`config.mk`:
```
export PLATFORM = sky130hd
export DESIGN_NAME = arf054b256e1r1w0cbbeheaa4acw_wr_arb
export DESIGN_NICKNAME = d
export VERILOG_FILES = /design/src/rtl/arf054b256e1r1w0cbbeheaa4acw_wr_arb.sv
export SDC_FILE = /design/constraint.sdc
export NUM_CORES = 1
export LEC_CHECK = 0
export CAP_MARGIN = 20
export CORE_AREA = 2 2 127 129
export CTS_CLUSTER_DIAMETER = 50
export CTS_CLUSTER_SIZE = 8
export DETAILED_ROUTE_END_ITERATION = 10
export DIE_AREA = 0 0 129 131
export GPL_ROUTABILITY_DRIVEN = 0
export MAX_ROUTING_LAYER = met4
export PLACE_DENSITY = 0.73
export REMOVE_ABC_BUFFERS = 1
export SYNTH_ARGS = -nofsm -noshare
export SYNTH_HDL_FRONTEND = slang
export SYNTH_SLANG_ARGS = --single-unit
```
`constraint.sdc`:
```
create_clock -name clk -period 1.9 [get_ports clk]
set_input_delay 0.285 -clock clk [delete_from_list [all_inputs] [get_ports clk]]
set_output_delay 0.285 -clock clk [all_outputs]
set_load 0.02 [all_outputs]
```
`src/rtl/arf054b256e1r1w0cbbeheaa4acw_wr_arb.sv`:
```
// Write-port arbiter and sequencer for the 256 x 54 1R1W latch register file.
// Round-robin between requesters A and B. The winning address and data are
// registered so they stay stable through the clk-low latch transparency window.
// Optional write-to-read forwarding: define ARF054B256E1R1W0CBBEHEAA4ACW_WR_BYPASS_EN.
module arf054b256e1r1w0cbbeheaa4acw_wr_arb #(
   parameter int unsigned DWIDTH = 54,
   parameter int unsigned AWIDTH = 8,
   parameter int unsigned CWIDTH = 16
) (
   input  logic              clk,
   input  logic              rst_n,
   input  logic              a_vld,
   output logic              a_rdy,
   input  logic [AWIDTH-1:0] a_addr,
   input  logic [DWIDTH-1:0] a_data,
   input  logic              b_vld,
   output logic              b_rdy,
   input  logic [AWIDTH-1:0] b_addr,
   input  logic [DWIDTH-1:0] b_data,
   input  logic              wr_stall,
   output logic              wr_en,
   output logic [AWIDTH-1:0] wr_addr,
   output logic [DWIDTH-1:0] wr_data,
   input  logic [AWIDTH-1:0] rd_addr,
   input  logic [DWIDTH-1:0] rd_data_arr,
   output logic [DWIDTH-1:0] rd_data,
   output logic [CWIDTH-1:0] wr_cnt
);

   typedef enum logic {
      IDLE  = 1'b0,
      WRITE = 1'b1
   } state_t;

   localparam logic [CWIDTH-1:0] CNT_MAX = '1;

   state_t state;
   logic   last_b;
   logic   grant;

   // Combinational grant: last_b=1 means B won last time, so A has priority.
   // Gated by rst_n so neither side is acknowledged while reset is held.
   always_comb begin
      a_rdy = rst_n & ~wr_stall & a_vld & (last_b | ~b_vld);
      b_rdy = rst_n & ~wr_stall & b_vld & (~last_b | ~a_vld);
      grant = a_rdy | b_rdy;
   end

   // Sequencer: capture the winner, move the pointer only on a grant.
   always_ff @(posedge clk or negedge rst_n) begin
      if (!rst_n) begin
         state   <= IDLE;
         last_b  <= 1'b1;
         wr_addr <= '0;
         wr_data <= '0;
      end else begin
         case (state)
            IDLE:    state <= grant ? WRITE : IDLE;
            WRITE:   state <= grant ? WRITE : IDLE;
            default: state <= IDLE;
         endcase
         if (grant) begin
            wr_addr <= a_rdy ? a_addr : b_addr;
            wr_data <= a_rdy ? a_data : b_data;
            last_b  <= b_rdy;
         end
      end
   end

   // The strobe is the state flop itself, so reset clears it asynchronously.
   assign wr_en = (state == WRITE);

   // Saturating count of completed writes.
   always_ff @(posedge clk or negedge rst_n) begin
      if (!rst_n) begin
         wr_cnt <= '0;
      end else if (wr_en && (wr_cnt != CNT_MAX)) begin
         wr_cnt <= wr_cnt + CWIDTH'(1);
      end
   end

`ifdef ARF054B256E1R1W0CBBEHEAA4ACW_WR_BYPASS_EN
   // Forward the write in flight when the read hits the same entry.
   always_comb begin
      rd_data = rd_data_arr;
      if (wr_en && (rd_addr == wr_addr)) begin
         rd_data = wr_data;
      end
   end
`else
   // Read data passes straight through; rd_addr only drives the array.
   logic unused_rd_addr;
   assign unused_rd_addr = ^rd_addr;
   assign rd_data        = rd_data_arr;
`endif

endmodule

```
## Word-level counts from Yosys, hierarchy flattened

Cells that the tools add are included.

| word-level totals | value |
|---|---|
| register bits after elaboration | 80 |
| word-level logic and storage cells | 23 |
| input bits | 191 |

| operators by class | value |
|---|---|
| multiplexer cells | 3 |
| reduce and logical (&&, ||, !) cells | 1 |
| $add $sub $neg | 1 |
| equality and inequality tests | 1 |
| bitwise operators | 12 |

Operators with widths:

| cell | count |
|---|---|
| $mux 54 | 1 |
| $add 16x1->16 const B | 1 |
| $ne 16x16->1 const B | 1 |
| $mux 8 | 1 |
| $and 1x1->1 | 5 |
| $not 1->1 | 4 |
| $or 1x1->1 | 3 |
| $logic_and 1x1->1 | 1 |
| $mux 1 | 1 |

## Logic depth before layout (Yosys ltp)

| depth | value |
|---|---|
| word-level depth | 6 |
| gate-level depth with buffers | 6 |
| gate-level depth less buffers | 5 |

## Worst setup path before layout

OpenSTA, ideal clock, no wires.

| path | value |
|---|---|
| path kind | register to register |
| from | register wr_cnt[0] |
| to | register wr_cnt[1] |
| data required time | 1.775 ns |
| cell stages (with the launch flop) | 6 |
| path buffers | 0 |
| arrival | 1.694 ns |
| period minus slack after synthesis | 1.819 ns |
| setup slack | 0.081 ns |
| cell sequence | dfrtp_1 ha_1 nand4_1 or4_4 nand2_2 mux2_4 |

| on the way | value |
|---|---|
| longest elaborated chain between the ends | 2 |

RTL lines:

| what | line | text |
|---|---|---|
| start, declared | 27 | `output logic [CWIDTH-1:0] wr_cnt` |
| start signal, assigned | 78 | `wr_cnt <= wr_cnt + CWIDTH'(1);` |
| branches (longest 2 deep; another with $add 16x1->16) | -- |  |

Several ways; the timed one is not identified.
A chain may end at the register's enable or synchronous reset.

## Final worst setup path

| path | value |
|---|---|
| from | register last_b |
| to | output port a_rdy |

| on the way | value |
|---|---|
| longest elaborated chain between the ends | 2 |

RTL lines:

| what | line | text |
|---|---|---|
| start, declared | 38 | `logic last_b;` |
| start signal, assigned | 65 | `last_b <= b_rdy;` |
| $or 1x1->1 | 44 | `a_rdy = rst_n & ~wr_stall & a_vld & (last_b \| ~b_vld);` |
| $and 1x1->1 | 44 |  |
| end, declared | 13 | `output logic a_rdy,` |

No other way between the ends.

==> impl_metrics.json <==
{
  "max-slew-margin-rel": 0.626,
  "max_freq_mhz": 546,
  "synth_cells": 408,
  "cts-buffers-inserted": 9,
  "highest_count_cells_in_the_layout_ignoring_fill_and_taps": "sky130_fd_sc_hd__clkdlybuf4s50_1, sky130_fd_sc_hd__dfrtp_1, sky130_fd_sc_hd__nor2_1, sky130_fd_sc_hd__a21oi_1, sky130_fd_sc_hd__mux2i_1",
  "cts_hold_repair.buffers": 0,
  "hold_path.class": "in2async",
  "postPlaceCellArea_um2": 6190,
  "ys_ff_latch": 80,
  "cts_resized": 2,
  "drt_iter0_markers": 115,
  "post_cts.repair.setup_buffers": 0,
  "fill_cells": 1513,
  "worst_setup_path_start_kind": "flip-flop",
  "peak_supply_drop_mv": 0.679,
  "tritoncts": "done",
  "timing.max_cap.violations": 0,
  "cts.sinks": 80,
  "worst-path-max-fanout": 4,
  "synth_enable_flop_cells": 0,
  "register_area_share_after_synthesis": 0.486,
  "finalNonFillerCells": 796,
  "num_io_pins": 326,
  "area.sequential_um2": 2000,
  "synth_async_sr_flop_share": 1.00,
  "number_of_global_route_vias_before_repair": 3624,
  "finClkSkew_ns": 0.00806,
  "clkLatencyLatePin_ns": 0.34,
  "multi_input_area_um2": 1610,
  "tightestPinTransition_ns": 0.561,
  "clock-root-buffer": "sky130_fd_sc_hd__clkbuf_16",
  "yosys_warnings": 0,
  "crit_slowest_cell": "sky130_fd_sc_hd__dfstp_2",
  "worstPathBufferInverterCount": 1,
  "max_stage_delay_ns": 0.56,
  "n_antenna_cell": 0,
  "cts-root-to-sink-buffers": 2,
  "crit_path_cell_trace": "nand2b_1 -> and3_4 -> dlygate4sd2_1",
  "detail_route.vias_per_cell": 4.53,
  "placed_instances": 780,
  "synthesis.area_per_instance_um2": 10.1,
  "crit_path_end_kind": "output port",
  "power_leakage_nw": 2.55,
  "drive_gt1_frac": 0.0793,
  "floorplan.die.height_um": 131,
  "buffer_ports.inserted": 209,
  "run_status": "completed",
  "design.core.area_um2": 15600,
  "die_x_um": 129,
  "layout_commonest_cell": "sky130_fd_sc_hd__clkdlybuf4s50_1",
  "worst_endpoint_data_arrival_time_ns": 1.55,
  "clkSlewWorstSetupHoldPaths_ns": 0.06,
  "initial_utilization": 0.264,
  "cell_area_after_synthesis_um2": 4120,
  "die-area_um2": 16900,
  "final_period_minus_worst_setup_slack_ns": 1.83,
  "drc_viols": 0,
  "final_cell_area_um2": 6520,
  "worst-endpoint-required_ns": 1.62,
  "area_growth_pct": 58.2,
  "rows": 46,
  "num_vias": 3605,
  "cts-htree-levels": 3,
  "postRouteWirelength_mm": 16.8,
  "drt_pass_1_iters": 4,
  "final_report_max_slew_violation_count": 0,
  "postRouteAntennaNets": 0,
  "crit_type": "reg2out",
  "grt.overflow.total": 0,
  "path_delay_family": "flip-flops",
  "power-per-cell-area_nw_per_um2": 912,
  "synth.lib_cells_used.distinct": 31,
  "final_report_setup_violation_count": 0,
  "timing.final.crit_share": 0.964,
  "yosys_most_used_dff": "sky130_fd_sc_hd__dfrtp_1",
  "grt_start_max_net_pins": 64,
  "rsz0062_at_grt": "no",
  "antenna_found_initial": 0,
  "final_report_hold_violation_count": 0,
  "detailed_place_hpwl_mm": 13.5,
  "groute.usage.overall": 0.199,
  "final_nets": 767,
  "wl_per_cell_um": 21.1,
  "wire_length_of_the_first_global_routing_pass_mm": 22.9
}
## cells by family (layout without fill, tap and decap cells)
| group | after synthesis | count (layout) | synth area share |
|---|---|---|---|
| AO/OA/AOI/OAI | 70 | 70 | 0.0865 |
| XOR/XNOR | 11 | 11 | 0.0234 |
| adder cells (fa/ha/maj) | 1 | 1 | 0.00304 |
| buffers and inverters | 76 | 248 | 0.127 |
| flip-flops | 80 | 80 | 0.486 |
| multiplexers | 64 | 64 | 0.157 |
| AND/OR/NAND/NOR | 106 | 106 | 0.117 |
## worst register-to-register path, stage by stage (launching register included)
cell and delay, ns:
sky130_fd_sc_hd__dfrtp_1 0.47, sky130_fd_sc_hd__nand3_1 0.20, sky130_fd_sc_hd__or4_4 0.59, sky130_fd_sc_hd__nand2_2 0.12, sky130_fd_sc_hd__mux2_4 0.30
## synthesized netlist by cell type (all sizes together), types with 2 or more instances
| cell | instances | area [µm²] |
|---|---|---|
| xor2 | 7 | 61.3 |
| nand4 | 8 | 56.3 |
| o21a | 2 | 15.0 |
| nor2 | 69 | 259 |
| nor4 | 3 | 18.8 |
| dfrtp | 79 | 1980 |
| buf | 68 | 493 |
| and3 | 3 | 18.8 |
| nor3 | 2 | 10.0 |
| xnor2 | 4 | 35.0 |
| o21ai | 2 | 10.0 |
| clkbuf | 7 | 26.3 |
| mux2i | 62 | 621 |
| a21oi | 65 | 325 |
| nor4b | 2 | 17.5 |
| nand3 | 6 | 30.0 |
| nand2 | 8 | 32.5 |
| mux2 | 2 | 26.3 |
## sequential cells by signal, indices dropped and copies added (netlist names)
| signal | flops |
|---|---|
| wr_cnt | 16 |
| wr_en | 1 |
| wr_data | 54 |
| last_b | 1 |
| wr_addr | 8 |
## per-stage QoR
step           hold WS (ns)  setup slack [ns]  setup TNS (ns)  total power (W)  utilization
6_report             0.0185            0.0692               0          0.00594        0.418
5_1_grt              0.0465            0.0247               0          0.00625        0.418
4_1_cts              0.0307            0.0409               0          0.00603        0.418
3_5_place_dp          0.404            -0.206           -8.19          0.00406        0.397
3_3_place_gp          0.385            -0.187           -6.41          0.00402        0.397
2_1_floorplan       -0.0106             -1.61         -102.04          0.00297            -
## area by class of cell
class / count / area share
Clock buffer: 12 / 0.0393
Tap cell: 216 / 0.0415
Sequential cell: 80 / 0.307
Clock inverter: 4 / 0.0117
Timing Repair Buffer: 231 / 0.353
Multi-Input combinational cell: 252 / 0.246
Inverter: 1 / 0.000576
## path summary, 6_finish.rpt
check                                  from          end  slack [ns]  cells after the start
worst min-delay path                  rst_n   wr_data[3]        0.02                      2
worst max-delay path                 last_b        a_rdy        0.07                      3
worst min register to register  wr_data[41]  wr_data[41]        0.53                      2
min in group clk                wr_data[41]  wr_data[41]        0.53                      2
worst max register to register    wr_cnt[5]    wr_cnt[1]        0.12                      4
max in group asynchronous             rst_n   wr_cnt[10]        0.92                      3
## power breakdown
| part | internal, W | switching [W] | total, W |
|---|---|---|---|
| registers | 0.00199 | 0.000194 | 0.00218 |
| logic | 0.000966 | 0.000881 | 0.00185 |
| clock network | 0.00123 | 0.000691 | 0.00192 |
## routing by layer
layer | up-vias | share of wire | global-route usage | wire, µm
met4 | 0 | 0.018 | 0.0601 | 303
met3 | 19 | 0.22 | 0.204 | 3740
met5 | - | 0 | - | 0
li1 | 1687 | - | - | -
met2 | 280 | 0.41 | 0.275 | 6820
met1 | 1619 | 0.35 | 0.189 | 5900
Power figures use the tool's default switching activity.
